**config.mk**
```make
export PLATFORM = sky130hd
export DESIGN_NAME = sram_arbiter
export DESIGN_NICKNAME = d
export VERILOG_FILES = /design/src/rtl/sram_arbiter_pkg.sv /design/src/rtl/sram_arb_pick.sv /design/src/rtl/sram_arbiter.sv
export SDC_FILE = /design/constraint.sdc
export NUM_CORES = 1
export LEC_CHECK = 0
export ABC_AREA = 1
export CORE_MARGIN = 2
export CORE_UTILIZATION = 43
export CTS_CLUSTER_SIZE = 14
export DETAILED_ROUTE_END_ITERATION = 12
export PLACE_DENSITY = 0.87
export SYNTH_ARGS = -nofsm -noshare
export SYNTH_HDL_FRONTEND = slang
export SYNTH_HIERARCHICAL = 1
export SYNTH_SLANG_ARGS = --single-unit
export TNS_END_PERCENT = 5
```
**constraint.sdc**
```tcl
create_clock -name clk28 -period 3.3 [get_ports clk28]
set_input_delay 0.33 -clock clk28 [delete_from_list [all_inputs] [get_ports clk28]]
set_output_delay 0.33 -clock clk28 [all_outputs]
set_load 0.02 [all_outputs]
```
**src/rtl/sram_arbiter_pkg.sv**
```systemverilog
// Shared types for the video/CPU SRAM arbiter.
// State encoding and channel limits.
package sram_arbiter_pkg;

  localparam int ARB_MAX_CHANNELS = 8;

  typedef enum logic [1:0] {
    IDLE,
    ACCESS,
    RECOVER
  } arb_state_t;

  function automatic int ptr_w(input int n);
    return (n > 1) ? $clog2(n) : 1;
  endfunction

endpackage

```
**src/rtl/sram_arb_pick.sv**
```systemverilog
// Winner select: fixed class by lowest index,
// then round-robin class starting at rr_ptr.
module sram_arb_pick
  import sram_arbiter_pkg::*;
#(
  parameter int CHANNELS = 4,
  parameter logic [ARB_MAX_CHANNELS-1:0] RR_MASK = 8'b1100,
  parameter int PTR_W = ptr_w(CHANNELS)
) (
  input  logic [CHANNELS-1:0] req,
  input  logic [PTR_W-1:0]    rr_ptr,
  output logic [CHANNELS-1:0] win,
  output logic [PTR_W-1:0]    win_idx,
  output logic                win_rr,
  output logic                valid
);

  logic [CHANNELS-1:0] fx_req;
  logic [CHANNELS-1:0] rr_req;
  int                  j;

  always_comb begin
    fx_req  = req & ~RR_MASK[CHANNELS-1:0];
    rr_req  = req & RR_MASK[CHANNELS-1:0];
    win_idx = '0;
    valid   = 1'b0;
    j       = 0;
    for (int i = 0; i < CHANNELS; i++) begin
      if (!valid && fx_req[i]) begin
        valid   = 1'b1;
        win_idx = PTR_W'(i);
      end
    end
    for (int k = 0; k < CHANNELS; k++) begin
      j = int'(rr_ptr) + k;
      if (j >= CHANNELS) j = j - CHANNELS;
      if (!valid && rr_req[j]) begin
        valid   = 1'b1;
        win_idx = PTR_W'(j);
      end
    end
    win    = valid ? (CHANNELS'(1) << win_idx) : '0;
    win_rr = |(win & rr_req);
  end

endmodule

```
**src/rtl/sram_arbiter.sv**
```systemverilog
// Shared SRAM arbiter and strobe generator.
// All pins registered; one access per ACCESS_CYCLES+2 clocks.
module sram_arbiter
  import sram_arbiter_pkg::*;
#(
  parameter int CHANNELS      = 4,
  parameter int ADDR_W        = 19,
  parameter int DATA_W        = 8,
  parameter int ACCESS_CYCLES = 2,
  parameter logic [ARB_MAX_CHANNELS-1:0] RR_MASK = 8'b1100
) (
  input  logic                       clk28,
  input  logic                       rst_n,
  input  logic [CHANNELS-1:0]        req,
  input  logic [CHANNELS-1:0]        we,
  input  logic [CHANNELS*ADDR_W-1:0] addr,
  input  logic [CHANNELS*DATA_W-1:0] wdata,
  output logic [CHANNELS-1:0]        grant,
  output logic [CHANNELS-1:0]        done,
  output logic [DATA_W-1:0]          rdata,
  output logic                       busy,
  output logic [ADDR_W-1:0]          sram_a,
  output logic [DATA_W-1:0]          sram_d_o,
  output logic                       sram_d_oe,
  input  logic [DATA_W-1:0]          sram_d_i,
  output logic                       n_sram_rd,
  output logic                       n_sram_wr
);

  localparam int PTR_W = ptr_w(CHANNELS);
  localparam int CNT_W = 3;

  if (ACCESS_CYCLES < 2 || ACCESS_CYCLES > 8) begin : g_err_ac
    $error("sram_arbiter: ACCESS_CYCLES out of 2..8");
  end
  if (CHANNELS < 1 || CHANNELS > ARB_MAX_CHANNELS) begin : g_err_ch
    $error("sram_arbiter: CHANNELS out of 1..8");
  end
  if ((RR_MASK >> CHANNELS) != '0) begin : g_err_mask
    $error("sram_arbiter: RR_MASK wider than CHANNELS");
  end

  arb_state_t          state_q, state_d;
  logic [CNT_W-1:0]    cnt_q, cnt_d;
  logic [CHANNELS-1:0] ch_q, ch_d;
  logic                we_q, we_d;
  logic [PTR_W-1:0]    rr_q, rr_d;
  logic [CHANNELS-1:0] grant_q, grant_d;
  logic [CHANNELS-1:0] done_q, done_d;
  logic [DATA_W-1:0]   rdata_q, rdata_d;
  logic                busy_q, busy_d;
  logic [ADDR_W-1:0]   a_q, a_d;
  logic [DATA_W-1:0]   do_q, do_d;
  logic                oe_q, oe_d;
  logic                nrd_q, nrd_d;
  logic                nwr_q, nwr_d;

  logic [CHANNELS-1:0] win;
  logic [PTR_W-1:0]    win_idx;
  logic                win_rr;
  logic                win_vld;

  sram_arb_pick #(
    .CHANNELS (CHANNELS),
    .RR_MASK  (RR_MASK),
    .PTR_W    (PTR_W)
  ) u_pick (
    .req     (req),
    .rr_ptr  (rr_q),
    .win     (win),
    .win_idx (win_idx),
    .win_rr  (win_rr),
    .valid   (win_vld)
  );

  always_comb begin
    state_d = state_q;
    cnt_d   = cnt_q;
    ch_d    = ch_q;
    we_d    = we_q;
    rr_d    = rr_q;
    a_d     = a_q;
    do_d    = do_q;
    rdata_d = rdata_q;
    grant_d = '0;
    done_d  = '0;
    unique case (state_q)
      IDLE: begin
        if (win_vld) begin
          state_d = ACCESS;
          cnt_d   = CNT_W'(ACCESS_CYCLES - 1);
          ch_d    = win;
          we_d    = we[win_idx];
          a_d     = addr[int'(win_idx)*ADDR_W +: ADDR_W];
          do_d    = wdata[int'(win_idx)*DATA_W +: DATA_W];
          grant_d = win;
          if (win_rr) begin
            rr_d = (win_idx == PTR_W'(CHANNELS - 1)) ?
                   '0 : win_idx + 1'b1;
          end
        end
      end
      ACCESS: begin
        if (cnt_q == '0) begin
          state_d = RECOVER;
          done_d  = ch_q;
          if (!we_q) rdata_d = sram_d_i;
        end else begin
          cnt_d = cnt_q - 1'b1;
        end
      end
      RECOVER: state_d = IDLE;
      default: state_d = IDLE;
    endcase
    // Strobes follow the next state so the pins stay registered.
    busy_d = (state_d != IDLE);
    oe_d   = (state_d == ACCESS) && we_d;
    nrd_d  = !((state_d == ACCESS) && !we_d);
    nwr_d  = !((state_d == ACCESS) && we_d &&
               (state_q == ACCESS));
  end

  always_ff @(posedge clk28 or negedge rst_n) begin
    if (!rst_n) begin
      state_q <= IDLE;
      cnt_q   <= '0;
      ch_q    <= '0;
      we_q    <= 1'b0;
      rr_q    <= '0;
      grant_q <= '0;
      done_q  <= '0;
      rdata_q <= '0;
      busy_q  <= 1'b0;
      a_q     <= '0;
      do_q    <= '0;
      oe_q    <= 1'b0;
      nrd_q   <= 1'b1;
      nwr_q   <= 1'b1;
    end else begin
      state_q <= state_d;
      cnt_q   <= cnt_d;
      ch_q    <= ch_d;
      we_q    <= we_d;
      rr_q    <= rr_d;
      grant_q <= grant_d;
      done_q  <= done_d;
      rdata_q <= rdata_d;
      busy_q  <= busy_d;
      a_q     <= a_d;
      do_q    <= do_d;
      oe_q    <= oe_d;
      nrd_q   <= nrd_d;
      nwr_q   <= nwr_d;
    end
  end

  assign grant     = grant_q;
  assign done      = done_q;
  assign rdata     = rdata_q;
  assign busy      = busy_q;
  assign sram_a    = a_q;
  assign sram_d_o  = do_q;
  assign sram_d_oe = oe_q;
  assign n_sram_rd = nrd_q;
  assign n_sram_wr = nwr_q;

endmodule

```
==> key figures, run 1 <==
Floorplanning
  – Cell Rows: 32
  – Die Y: about 90 um
  – Initial core utilization: 0.441
  – Die Wd: between 90 and 100 um
  – Total die area: between 0.008 and 0.009 mm2
  – Core area: ~0.0076 mm2
  – Top-level port count: between 150 and 200

Clocking
  – Clk sinks: 59
  – CTS max path bufs: 2
  – Root Buffer: clkbuf_8
  – H-tree Lvls: 3
  – Hold-fix buffers, CTS: 0
  – Clk slew on worst S/H paths: roughly 60 ps
  – CTS Buf Count: 9
  – Postcts setup bufs: 0
  – CTS tree: done
  – Clk Latency, worst-skew pair: roughly 340 ps
  – Resized Gates After CTS: 0

Critical path
  – Internal reg-to-reg setup slack: around 940 ps
  – R2R Path End: sram_a[17]
  – Crit path max-delay cell type: buf_4
  – Most used cell, CP: nand2_1
  – WP data required: around 3600 ps
  – CP Capture Type: flop
  – CP Launch Type: primary input
  – CP peak stage delay: between 500 and 600 ps
  – Crit-path cells: clkdlybuf4s50_1 > nor2_1 > nand4_1 > inv_1 > nand2_1 > nand4_1 > buf_4 > nor2_1 > nor2_1 > o21ai_1 > nand2_1 > nand2_1 > nand2_1
  – WP data arrival: ~2600 ps
  – Setup CP Type: in2reg
  – Worst R2R Path Depth: 14
  – R2r startpoint: rr_q[0]
  – Worst-path maximum fanout: 59

Hold path
  – Hold crit path type: in2async

STA
  – Setup TNS: 0 ps
  – RSZ-0062 raised after global routing: no
  – Slew Limit Fails: 0
  – Final Skew: 5.96 ps
  – Achievable Freq: approximately 0.42 GHz
  – Setup violations, final: 0
  – Min cycle time layout: between 2000 and 2500 ps
  – Worst-margin pin slew: ~1000 ps
  – Worst slew margin: 0.321
  – Final hold vios: 0
  – Final period utilization: 0.714

Route
  – Routed length per instance: between 10 and 15 um
  – Routed Wire Length: 10.3 mm
  – Via density: a little under 5
  – Drc violations: 0
  – Initial DRC count: ~170
  – DRT Pass-1 Iters: 6
  – Vias: roughly 3800
  – Detail Route Antenna Nets: 0

Power
  – Pleak: 2.56 nW
  – Peak supply drop: 365 uV
  – Total power draw: 4.23 mW
  – Pwr Density: about 790 mW/mm2

Finish
  – Most common cell after layout, fill and taps aside: clkdlybuf4s50_1
  – Most frequent cells in the layout: clkdlybuf4s50_1 (171), nand2_1 (165), nor2_1 (124)
  – Nets: about 800
  – Area Overhead vs Synth: 57.8%
  – N_diodes: 0
  – Fillers: ~610
  – Fin util: 0.696
  – Share of layout cells above drive strength 1: 0.0627

Yosys
  – Ys async rst share: 1.00
  – Ys Warns: 6
  – Sequential area share after synthesis: 0.438
  – Synthesized cell area: roughly 0.0034 mm2
  – Synth Net Count: 630
  – Mapped Cells: around 500
  – Dominant synthesized flop cell: dfrtp_1
  – Unique masters post-synth: 25
  – Mean post-synth cell area: 6.74 um2
  – Number of flops mapped to enable cells by yosys: 0
  – Register bit total from synthesis: 59

Job
  – Max Cap Viol: 0

Placed design
  – Detailed Place HPWL: between 7 and 8 mm
  – Placer Congestion: ~0.88
  – Port Buffers: between 150 and 200

Outcome
  – Status: finished clean

GRT
  – Largest net degree at the start of global routing: 60
  – Vias in the first global route: around 3600
  – Tot GR Track Use: 0.240
  – First-pass GRT wire length: around 16 mm
  – Initial antenna violation count: 0
  – Total gr overflow: 0
-- per-layer routing --
metal	vias to the layer above	wire (um)	GRT usage
li1	1882	-	-
met1	1745	3940	0.274
met4	0	366	0.128
met3	31	812	0.0545
met2	171	5160	0.416
met5	-	0	0
-- cells in the mapped netlist (3+ instances only) --
cell type / number / area [um2]
buf_2: 13 / 65.1
buf_6: 3 / 33.8
clkbuf_1: 5 / 18.8
dfrtp_1: 57 / 1430
ha_1: 3 / 37.5
inv_1: 21 / 78.8
inv_2: 7 / 26.3
nand2_1: 165 / 619
nand2_2: 6 / 37.5
nand3_1: 15 / 75.1
nand4_1: 6 / 37.5
nor2_1: 124 / 465
o21ai_0: 18 / 90.1
o21ai_1: 43 / 215
-- how the worst max path moves through the flow --
stage,start,endpoint,cells after the start
floorplan,rr_q[0],sram_a[3],14
global placement,req[1],sram_a[1],13
detailed placement,req[1],sram_d_o[1],13
CTS,rr_q[0],sram_a[13],12
global route,rr_q[0],sram_a[17],14
finish,req[1],sram_a[17],13
-- through the flow --
step	cell area, um2	hold slack [ps]	cells	setup WS (ps)
after detailed placement	5130	462	757	680
after global routing	5330	245	772	715
after CTS	5330	197	772	986
after floorplan	3380	34.4	501	1450
after global placement	5130	456	757	780
final	5330	173	772	945
-- power by group --
group / internal, mW / leakage [nW] / switching (mW)
registers: 1.06 / 0.732 / 0.190
logic: 0.943 / 1.73 / 1.38
clock network: 0.385 / 0.0995 / 0.271
total: 2.38 / 2.56 / 1.84
-- cell type report --
| cell class | instances | area, um2 | share of cell area |
|---|---|---|---|
| repair buffers | 179 | 1770 | 0.332 |
| multi-input cells | 388 | 1650 | 0.309 |
| flip-flops and latches | 59 | 1480 | 0.278 |
| clock buffers | 13 | 159 | 0.0298 |
| well taps | 102 | 128 | 0.0240 |
| inverters | 29 | 109 | 0.0204 |
| clock inverters | 2 | 35.0 | 0.00658 |
-- critical path: cells and delay by family --
| kind | cells | cell delay (ps) |
|---|---|---|
| and+or+nand+nor | 9 | 1150 |
| buffers and inverters | 3 | 1040 |
| AOI/OAI and AO/OA | 1 | 110 |
-- flip-flops by register name, indices dropped and copies added (netlist names) --
signal	cells
sram_a	19
rdata	8
sram_d_o	8
ch_q	4
done	4
grant	4
cnt_q	3
rr_q	2
state_q	2
busy	1
n_sram_rd	1
n_sram_wr	1
sram_d_oe	1
we_q	1
-- cell families (layout without fill, tap and decap cells) --
logic type      after synthesis  after routing  synth area share
simple gates                322            322             0.381
compound gates               63             63            0.0956
flops                        59             59             0.438
buf+inv                      54            223            0.0738
fa+ha+maj                     3              3            0.0111
(Power assumes the default switching activity.)
==> run 2: changes to the inputs <==
--- a/config.mk
+++ b/config.mk
@@ -7,10 +7,10 @@
 export LEC_CHECK = 0
 export ABC_AREA = 1
 export CORE_MARGIN = 2
-export CORE_UTILIZATION = 43
+export CORE_UTILIZATION = 40
 export CTS_CLUSTER_SIZE = 14
 export DETAILED_ROUTE_END_ITERATION = 12
-export PLACE_DENSITY = 0.87
+export PLACE_DENSITY = 0.82
 export SYNTH_ARGS = -nofsm -noshare
 export SYNTH_HDL_FRONTEND = slang
 export SYNTH_HIERARCHICAL = 1
==> constraint.sdc (replaced) <==
create_clock -name clk28 -period 2.2 [get_ports clk28]
set_input_delay 0.22 -clock clk28 [delete_from_list [all_inputs] [get_ports clk28]]
set_output_delay 0.22 -clock clk28 [all_outputs]
set_load 0.02 [all_outputs]
==> key figures, run 2 (synthesis results as in run 1) <==
Critical path
  – Crit path max-delay cell type: dfrtp_2 (was buf_4)
  – CP Launch Type: flop (was primary input)
  – Worst-path maximum fanout: 34 (was 59)
  – CP peak stage delay: 480 ps (was 510 ps)
  – Crit-path cells: nand2_1 > nand2_1 > nor2_1 > nand4_1 > nand4_1 > buf_6 > nor2_1 > nor2_1 > o21ai_0 > nand2_1 > nand2_1 > nand2_1 (was clkdlybuf4s50_1 > nor2_1 > nand4_1 > inv_1 > nand2_1 > nand4_1 > buf_4 > nor2_1 > nor2_1 > o21ai_1 > nand2_1 > nand2_1 > nand2_1)
  – WP data required: 2470 ps (was 3580 ps)
  – Setup CP Type: reg2reg (was in2reg)
  – CP Capture Type: flop (unchanged)
  – Most used cell, CP: nand2_1 (unchanged)
  – WP data arrival: 2360 ps (was 2630 ps)

Placed design
  – Port Buffers: 172 (unchanged)
  – Placer Congestion: 0.835 (was 0.885)
  – Dpl cell area: 0.00532 mm2 (was 0.00513 mm2)
  – Worst slack at placement: -26.9 ps (was 680 ps)
  – Detailed Place HPWL: 8.05 mm (was 7.55 mm)

Route
  – Detail Route Antenna Nets: 0 (unchanged)
  – DRT Pass-1 Iters: 4 (was 6)
  – Drc violations: 0 (unchanged)
  – Initial DRC count: 92 (was 169)
  – Routed Wire Length: 10.3 mm (about the same)
  – Via density: 4.80 (was 4.96)
  – Vias: 3797 (was 3829)
  – Routed length per instance: 13.1 um (was 13.3 um)

Job
  – Max Cap Viol: 0 (unchanged)

GRT
  – Grt peak-use layer: met2 (unchanged)
  – Met2 usage: 0.417 (was 0.416)
  – M3 GR Usage: 0.0650 (was 0.0545)
  – Grt met1 use: 0.258 (was 0.274)
  – Vias in the first global route: 3613 (was 3620)
  – Initial antenna violation count: 0 (unchanged)
  – Largest net degree at the start of global routing: 60 (unchanged)
  – Total gr overflow: 0 (unchanged)
  – First-pass GRT wire length: 16.3 mm (was 16.2 mm)
  – Tot GR Track Use: 0.230 (was 0.240)

Finish
  – Area Overhead vs Synth: 63.9% (was 57.8%)
  – Reg area: 0.00148 mm2 (about the same)
  – Fillers: 699 (was 611)
  – Multi-input combinational cell area: 0.00165 mm2 (unchanged)
  – Nets: 810 (was 795)
  – Max FFs per register: 19 (unchanged)
  – N_diodes: 0 (unchanged)
  – Share of layout cells above drive strength 1: 0.0860 (was 0.0627)
  – Most common cell after layout, fill and taps aside: clkdlybuf4s50_1 (unchanged)
  – Most frequent cells in the layout: clkdlybuf4s50_1 (171), nand2_1 (165), nor2_1 (124) (unchanged)
  – Fin util: 0.674 (was 0.696)
  – Fin area: 0.00553 mm2 (was 0.00533 mm2)

Floorplanning
  – Initial core utilization: 0.411 (was 0.441)
  – Top-level port count: 173 (unchanged)
  – Die Wd: 95.9 um (was 92.6 um)
  – Core area: 0.00822 mm2 (was 0.00765 mm2)
  – Die Y: 95.9 um (was 92.6 um)
  – Total die area: 0.00919 mm2 (was 0.00858 mm2)
  – Cell Rows: 33 (was 32)

STA
  – Worst-margin pin slew: 316 ps (was 1020 ps)
  – Final worst slack: 108 ps (was 945 ps)
  – Setup TNS: 0 ps (unchanged)
  – Setup violations, final: 0 (unchanged)
  – Achievable Freq: 0.478 GHz
  – Final Skew: 6.60 ps (was 5.96 ps)
  – Slew Limit Fails: 0 (unchanged)
  – Worst slew margin: 0.788 (was 0.321)
  – Final hold vios: 0 (unchanged)
  – RSZ-0062 raised after global routing: yes (was no)
  – Min cycle time layout: around 2100 ps
  – Final period utilization: 0.951

Clocking
  – Clk slew on worst S/H paths: 70 ps (was 60 ps)
  – CTS Buf Count: 9 (unchanged)
  – CTS max path bufs: 2 (unchanged)
  – Clk sinks: 59 (unchanged)
  – H-tree Lvls: 3 (unchanged)
  – CTS tree: done (unchanged)
  – Root Buffer: clkbuf_8 (unchanged)
  – Clk Latency, worst-skew pair: 330 ps (was 340 ps)

Power
  – Pleak: 2.66 nW (was 2.56 nW)
  – Total power draw: 6.43 mW (was 4.23 mW)
  – Peak supply drop: 487 uV (was 365 uV)
  – Pwr Density: 1160 mW/mm2 (was 794 mW/mm2)

Outcome
  – Status: finished clean (unchanged)

Hold path
  – Hold crit path type: in2async (unchanged)
[run 2: worst paths after layout]
kind / from / endpoint / slack, ps / cells past startpoint
max: rr_q[0] / sram_a[0] / 110 / 12
max in group asynchronous: rst_n / n_sram_rd / 1480 / 3
min reg2reg: we_q / n_sram_wr / 470 / 1
min: rst_n / grant[2] / 430 / 3
max reg2reg: rr_q[0] / sram_a[0] / 110 / 12
min in group clk28: sram_d_i[6] / rdata[6] / 450 / 3
[run 2: per-stage QoR]
step / cells / hold WS (ps)
floorplan: 501 / -75.6
finish: 791 / 435
detailed placement: 773 / 248
global placement: 773 / 246
CTS: 790 / 439
global route: 791 / 447
[run 2: power breakdown]
group	switching [mW]	total [mW]	internal (mW)
clock network	0.412	0.878	0.466
registers	0.294	1.88	1.59
logic	2.07	3.67	1.60
total	2.78	6.43	3.65
[run 2: timing repair]
action                     in CTS  in global routing
setup endpoints to repair       0                 25
hold buffers                    1                  0
buffers inserted                0                  1
resized for setup               0                  5
hold endpoints to repair       57                  0
[run 2: per-layer routing]
| metal | routed length, um | share of wire |
|---|---|---|
| met4 | 135 | 0.013 |
| met2 | 5310 | 0.51 |
| met1 | 4060 | 0.39 |
| met5 | 0 | 0 |
| met3 | 845 | 0.082 |
[run 2: area by class of cell]
cell class,instances,area share
Timing Repair Buffer,194,0.358
Clock inverter,4,0.00452
Inverter,29,0.0201
Multi-Input combinational cell,388,0.298
Clock buffer,12,0.0280
Tap cell,105,0.0237
Sequential cell,59,0.267
[run 2: critical path: cells and delay by family, from the launching register on]
| family | cells | cell delay, ps |
|---|---|---|
| and+or+nand+nor | 10 | 1140 |
| DFF | 1 | 480 |
| buffers and inverters | 1 | 290 |
| AOI/OAI and AO/OA | 1 | 100 |
==> run 3: changes to the inputs <==
--- a/config.mk
+++ b/config.mk
@@ -10,6 +10,7 @@
 export CORE_UTILIZATION = 40
 export CTS_CLUSTER_SIZE = 14
 export DETAILED_ROUTE_END_ITERATION = 12
+export HOLD_SLACK_MARGIN = 0.02
 export PLACE_DENSITY = 0.82
 export SYNTH_ARGS = -nofsm -noshare
 export SYNTH_HDL_FRONTEND = slang
==> results of run 3 <==
No change in the layout: final DEF, timing and power equal those of run 2.
